$ cat src/rtl/sample_framer.sv
// sample_framer: ping-pong framer that gathers N complex samples per frame for the DFT stage.
// Define FRAMER_BITREV_EN to store each frame in bit-reversed address order.
module sample_framer #(
  parameter int N = 16,
  parameter int W = 16
) (
  input  logic                clk,
  input  logic                rst,
  input  logic                flush,
  input  logic                s_valid,
  output logic                s_ready,
  input  logic signed [W-1:0] s_re,
  input  logic signed [W-1:0] s_im,
  output logic                frame_valid,
  input  logic                frame_ready,
  output logic signed [W-1:0] frame_x [N][2],
  output logic [7:0]          frame_seq
);
  localparam int AW = $clog2(N);

  logic signed [W-1:0] bank_reg [2][N][2];
  logic [1:0]          full_reg;
  logic [1:0]          full_next;
  logic                wr_sel_reg;
  logic                rd_sel_reg;
  logic [AW-1:0]       wr_idx_reg;
  logic [AW-1:0]       waddr;
  logic [7:0]          seq_reg;
  logic                s_fire;
  logic                f_fire;
  logic                last_sample;

  assign s_ready     = !full_reg[wr_sel_reg];
  assign frame_valid = full_reg[rd_sel_reg];
  assign frame_seq   = seq_reg;

  // flush wins over both handshakes: neither the sample nor the frame is taken
  assign s_fire      = s_valid && s_ready && !flush;
  assign f_fire      = frame_valid && frame_ready && !flush;
  assign last_sample = (wr_idx_reg == AW'(N - 1));

  generate
`ifdef FRAMER_BITREV_EN
    for (genvar gi = 0; gi < AW; gi++) begin : g_bitrev
      assign waddr[gi] = wr_idx_reg[AW-1-gi];
    end
`else
    assign waddr = wr_idx_reg;
`endif
  endgenerate

  for (genvar gi = 0; gi < N; gi++) begin : g_out
    assign frame_x[gi][0] = bank_reg[rd_sel_reg][gi][0];
    assign frame_x[gi][1] = bank_reg[rd_sel_reg][gi][1];
  end

  // The filling and draining banks always differ, so both updates can land together.
  always_comb begin
    full_next = full_reg;
    if (f_fire)
      full_next[rd_sel_reg] = 1'b0;
    if (s_fire && last_sample)
      full_next[wr_sel_reg] = 1'b1;
  end

  always_ff @(posedge clk or posedge rst) begin
    if (rst) begin
      full_reg   <= '0;
      wr_sel_reg <= 1'b0;
      rd_sel_reg <= 1'b0;
      wr_idx_reg <= '0;
      seq_reg    <= '0;
    end else if (flush) begin
      full_reg   <= '0;
      wr_sel_reg <= 1'b0;
      rd_sel_reg <= 1'b0;
      wr_idx_reg <= '0;
    end else begin
      full_reg <= full_next;
      if (s_fire) begin
        wr_idx_reg <= last_sample ? '0 : wr_idx_reg + 1'b1;
        if (last_sample)
          wr_sel_reg <= ~wr_sel_reg;
      end
      if (f_fire) begin
        rd_sel_reg <= ~rd_sel_reg;
        seq_reg    <= seq_reg + 8'd1;
      end
    end
  end

  // A full bank is never written, which keeps frame_x stable until it is consumed.
  always_ff @(posedge clk or posedge rst) begin
    if (rst) begin
      for (int b = 0; b < 2; b++) begin
        for (int k = 0; k < N; k++) begin
          bank_reg[b][k][0] <= '0;
          bank_reg[b][k][1] <= '0;
        end
      end
    end else if (s_fire) begin
      bank_reg[wr_sel_reg][waddr][0] <= s_re;
      bank_reg[wr_sel_reg][waddr][1] <= s_im;
    end
  end

endmodule

$ cat config.mk
export PLATFORM = sky130hd
export DESIGN_NAME = sample_framer
export DESIGN_NICKNAME = d
export VERILOG_FILES = /design/src/rtl/sample_framer.sv
export SDC_FILE = /design/constraint.sdc
export NUM_CORES = 2
export LEC_CHECK = 0
export ABC_AREA = 1
export CAP_MARGIN = 40
export CORE_MARGIN = 3
export CORE_UTILIZATION = 61
export CTS_CLUSTER_DIAMETER = 40
export DETAILED_ROUTE_END_ITERATION = 7
export PLACE_DENSITY = 0.9
export SLEW_MARGIN = 0
export SYNTH_ARGS = -nofsm -noshare
export SYNTH_HDL_FRONTEND = slang
export SYNTH_SLANG_ARGS = --single-unit
$ cat constraint.sdc
create_clock -name clk -period 110.4 [get_ports clk]
set_clock_uncertainty 0.15 [all_clocks]
set_input_delay 16.56 -clock clk [delete_from_list [all_inputs] [get_ports clk]]
set_output_delay 16.56 -clock clk [all_outputs]
set_load 0.05 [all_outputs]
After elaboration in Yosys (flattened, before gate mapping) --
Cells that the tools add are included.
Cells by class: $add $sub $neg 2, $lt $le $gt $ge 9, equality and inequality tests 1, multiplexer cells 32, bitwise logic cells 9, reduce and logical (&&, ||, !) cells 16
Operators by type and width (count):
- $mux W512 | 5
- $bwmux W1024 | 2
- $demux W512 S1 | 2
- $demux W32 S4 | 2
- $mux W32 | 1
- $mux W16 | 1
- $mux W4 | 3
- $mux W1 | 11
- $logic_and A1 B1 Y1 | 9
- $add A8 B1 Y8 const B | 1
- $mux W2 | 3
- $reduce_bool A2 Y1 | 3
- $ge A5 B5 Y1 const B | 1
- $lt A5 B1 Y1 const B | 1
- $not A4 Y5 | 1
- $add A4 B1 Y4 const B | 1
- $eq A4 B4 Y1 const B | 1
- $ge A2 B2 Y1 const B | 2
- $lt A1 B2 Y1 const B | 2
- $not A1 Y2 | 2
- $reduce_and A2 Y1 | 2
- $not A1 Y1 | 3
- $and A2 B2 Y2 | 1
- $demux W1 S1 | 2
- other kinds (5) | 7
Word-level totals: flip-flop bits (word level) 1040, input bits 37, word-level logic and storage cells 138

Logic depth before layout (Yosys ltp) --
depth in word-level cells 10, mapped depth 10, gate-level depth less buffers 9

Least setup slack after synthesis --
OpenSTA, ideal clock, no wires.
path type reg-to-output, start point register rd_sel_reg, end point output frame_x[491] (netlist bit), data arrival time 2.030 ns, required time 93.690 ns, path slack 91.660 ns, stages on the path, launching flop included 5, path buffers 3, cell sequence dfrtp_1 buf_2 buf_2 clkbuf_1 o21ai_0
RTL lines:
- from (decl) | RTL line 25 | logic rd_sel_reg;
- from (signal assigned) | RTL line 86 | rd_sel_reg <= ~rd_sel_reg;
- to (decl) | RTL line 16 | output logic signed [W-1:0] frame_x [N][2],

==> flow_summary.ini <==
[finish]
largest_reg_flops = 1024
syn2layout_area_growth_pct = 24.4
final_area_um2 = 57700
multi_input_area_um2 = 18000
fill_cells = 4546
ff_latch_area_um2 = 26000
layout-drive-gt1-share_pct = 6.33
nNetsFinal = 6666

[detailed_routing]
drc = 0
drt_iter0_markers = 7234
wl_um = 178000
drt_pre_antenna_iters = 8
via_per_inst = 6.05
post_drt_wl_per_cell_um = 23.1
vias = 46600
detail-route-antenna-nets = 0

[global_routing]
grt-ovfl-total = 0
grt_max_degree = 181
grtUsageTotal_pct = 45.0
antenna_found_initial = 9
grt_pass1_wl_um = 268000
grt_pass1_vias = 45900

[die]
die_h_um = 282
fp.dieW_um = 282
ios = 559
rows = 100
floorplan.initialDensity_pct = 62.0
design.die.area_um2 = 79400
core-area_um2 = 74800

[timing]
timing.slew.headroom_pct = 32.5
period_share_pct = 19.6
fin_worst_hold_slack_ns = 0.318
finalSetupViolCount = 0
post-route-min-period_ns = 21.60
maxSlewViolCount = 0
finalSetupTns_ns = 0
rsz0062_at_grt = no
tightest_slew_ns = 1.01
fmax_mhz = 46.3
finalHoldViolations = 0

[synthesis]
synth-edff-count = 0
yosysSeqAreaShare_pct = 56.1
synth_warnings = 0
synthFlopType = dfrtp_1
syn_avg_cell_area_um2 = 7.45
ys_seq_elements = 1040
async_flop_share_pct = 100
synth.distinct_cells = 27
postSynthCellCount = 6222
syn-num-nets = 6264
synth_area_um2 = 46400

[clock_tree]
post_cts_resized = 0
clockBufferDepth = 3
clk_pin_slew_ns = 0.05
cts_hold_buf = 0
worstSkewPairLatency_ns = 0.73
cts_tree = built
post_cts_buffers = 0
cts_root_buffer = clkbuf_16
cts.sinks = 1040
cts_max_level = 4
cts_buffers = 131

[status]
status = finished, final reports clean

[job]
maxCapViolations = 0

[worst_setup_path]
startpoint_type = flop
endpoint_kind = output pin
r2r_end = bank_reg[313]
reg2regPathDepth = 9
cp.arrival_ns = 4.89
r2r-start = wr_sel_reg
critPathCapture = frame_x[381]
path_class = reg -> out
critPathLaunch = rd_sel_reg
crit_fanout = 123
crit_required_ns = 93.69
r2r_slack_ns = 106.99

[power]
power.leakage_nw = 31.8
p_per_area_nw_per_um2 = 17.5
ir_worst_vdd_mv = 0.0126

[placed_design]
dp_hpwl_um = 104000
gp_congestion = 0.920
placed_cell_area_um2 = 53100
port_buffers = 558

[min_path]
hp-class = reg -> reg
[worst min-delay path by stage]
stage | from | to | slack (ns) | depth (start not counted)
final | bank_reg[894] | bank_reg[894] | 0.32 | 2
after global routing | bank_reg[366] | bank_reg[366] | 0.33 | 2
after CTS | bank_reg[766] | bank_reg[766] | 0.32 | 2
after detailed placement | bank_reg[122] | bank_reg[122] | 0.31 | 2
after global placement | bank_reg[112] | bank_reg[112] | 0.30 | 2
after floorplan | bank_reg[100] | bank_reg[100] | 0.29 | 2
[stage by stage]
| stage | cells | setup WS, ns | util, % | power, mW |
|---|---|---|---|---|
| global placement | 7412 | 89.60 | 69.6 | 0.563 |
| finish | 7703 | 88.80 | 77.1 | 1.01 |
| detailed placement | 7455 | 90.07 | 71.0 | 0.569 |
| floorplan | 6222 | 64.42 | - | 0.510 |
| CTS | 7690 | 89.27 | 77.0 | 1.01 |
| global route | 7699 | 88.76 | 77.1 | 1.04 |
[layout make-up]
class | count | share of cell area (%)
sequential | 1040 | 45.1
multi-input combinational | 4595 | 31.3
timing repair buffer | 691 | 12.5
clock buffer | 164 | 6.34
tap | 969 | 2.10
clock inverter | 71 | 1.47
inverter | 165 | 1.10
antenna | 8 | 0.0347
[cell usage after synthesis (2+ instances only)]
cell | count | area share [%]
nand2_1 | 4070 | 33
dfrtp_1 | 1040 | 56
clkbuf_1 | 276 | 2.2
o21ai_0 | 222 | 2.4
nand3_1 | 208 | 2.2
inv_1 | 154 | 1.2
buf_2 | 140 | 1.5
nor2_1 | 48 | 0.39
nor2_2 | 12 | 0.16
inv_2 | 10 | 0.081
o21ai_1 | 10 | 0.11
ha_1 | 5 | 0.13
nand4_1 | 5 | 0.067
buf_4 | 4 | 0.065
xor2_1 | 3 | 0.057
buf_1 | 2 | 0.016
nand2_2 | 2 | 0.027
xnor2_1 | 2 | 0.038
[per-layer routing]
layer	track usage (%)	share of wire [%]	vias up
met5	1.55	0.13	-
met4	34.0	9.1	12
met3	17.2	16	1181
met2	66.7	44	4151
met1	53.2	31	21600
li1	-	-	19600
[layout by cell type (no fill, tap or decap), types with 13 or more instances in the layout]
cell type and instances:
buf_12 15, buf_16 25, buf_2 19, buf_4 83, clkbuf_16 134, clkbuf_8 19
clkdlybuf4s50_1 543, clkinv_2 18, clkinvlp_4 13, dfrtp_1 1039, inv_1 153, inv_6 15
nand2_1 4067, nand3_1 208, nor2_1 26, nor2_2 29, o21ai_0 222
[worst max-delay path: stages (launching register included)]
cell             delay, ns
dfrtp_4               0.62
buf_16                0.27
inv_8                 0.33
buf_16                0.42
buf_4                 0.69
nand2_1               0.61
nand2_1               0.17
clkdlybuf4s50_1       0.82
[where the power goes]
group          total (mW)  switching, mW  leakage (nW)  internal (mW)
Clock               0.442          0.176          2.19          0.266
Combinational       0.163          0.120          15.7         0.0432
Sequential          0.407        0.00877          13.9          0.398
[cells by family after synthesis]
group | after synthesis | synth area share, %
adder cells (fa/ha/maj) | 5 | 0.135
AND/OR/NAND/NOR | 4351 | 35.9
AO/OA/AOI/OAI | 234 | 2.53
XOR/XNOR | 5 | 0.0945
buffers and inverters | 587 | 5.16
flip-flops | 1040 | 56.1
Power figures use the tool's default switching activity.
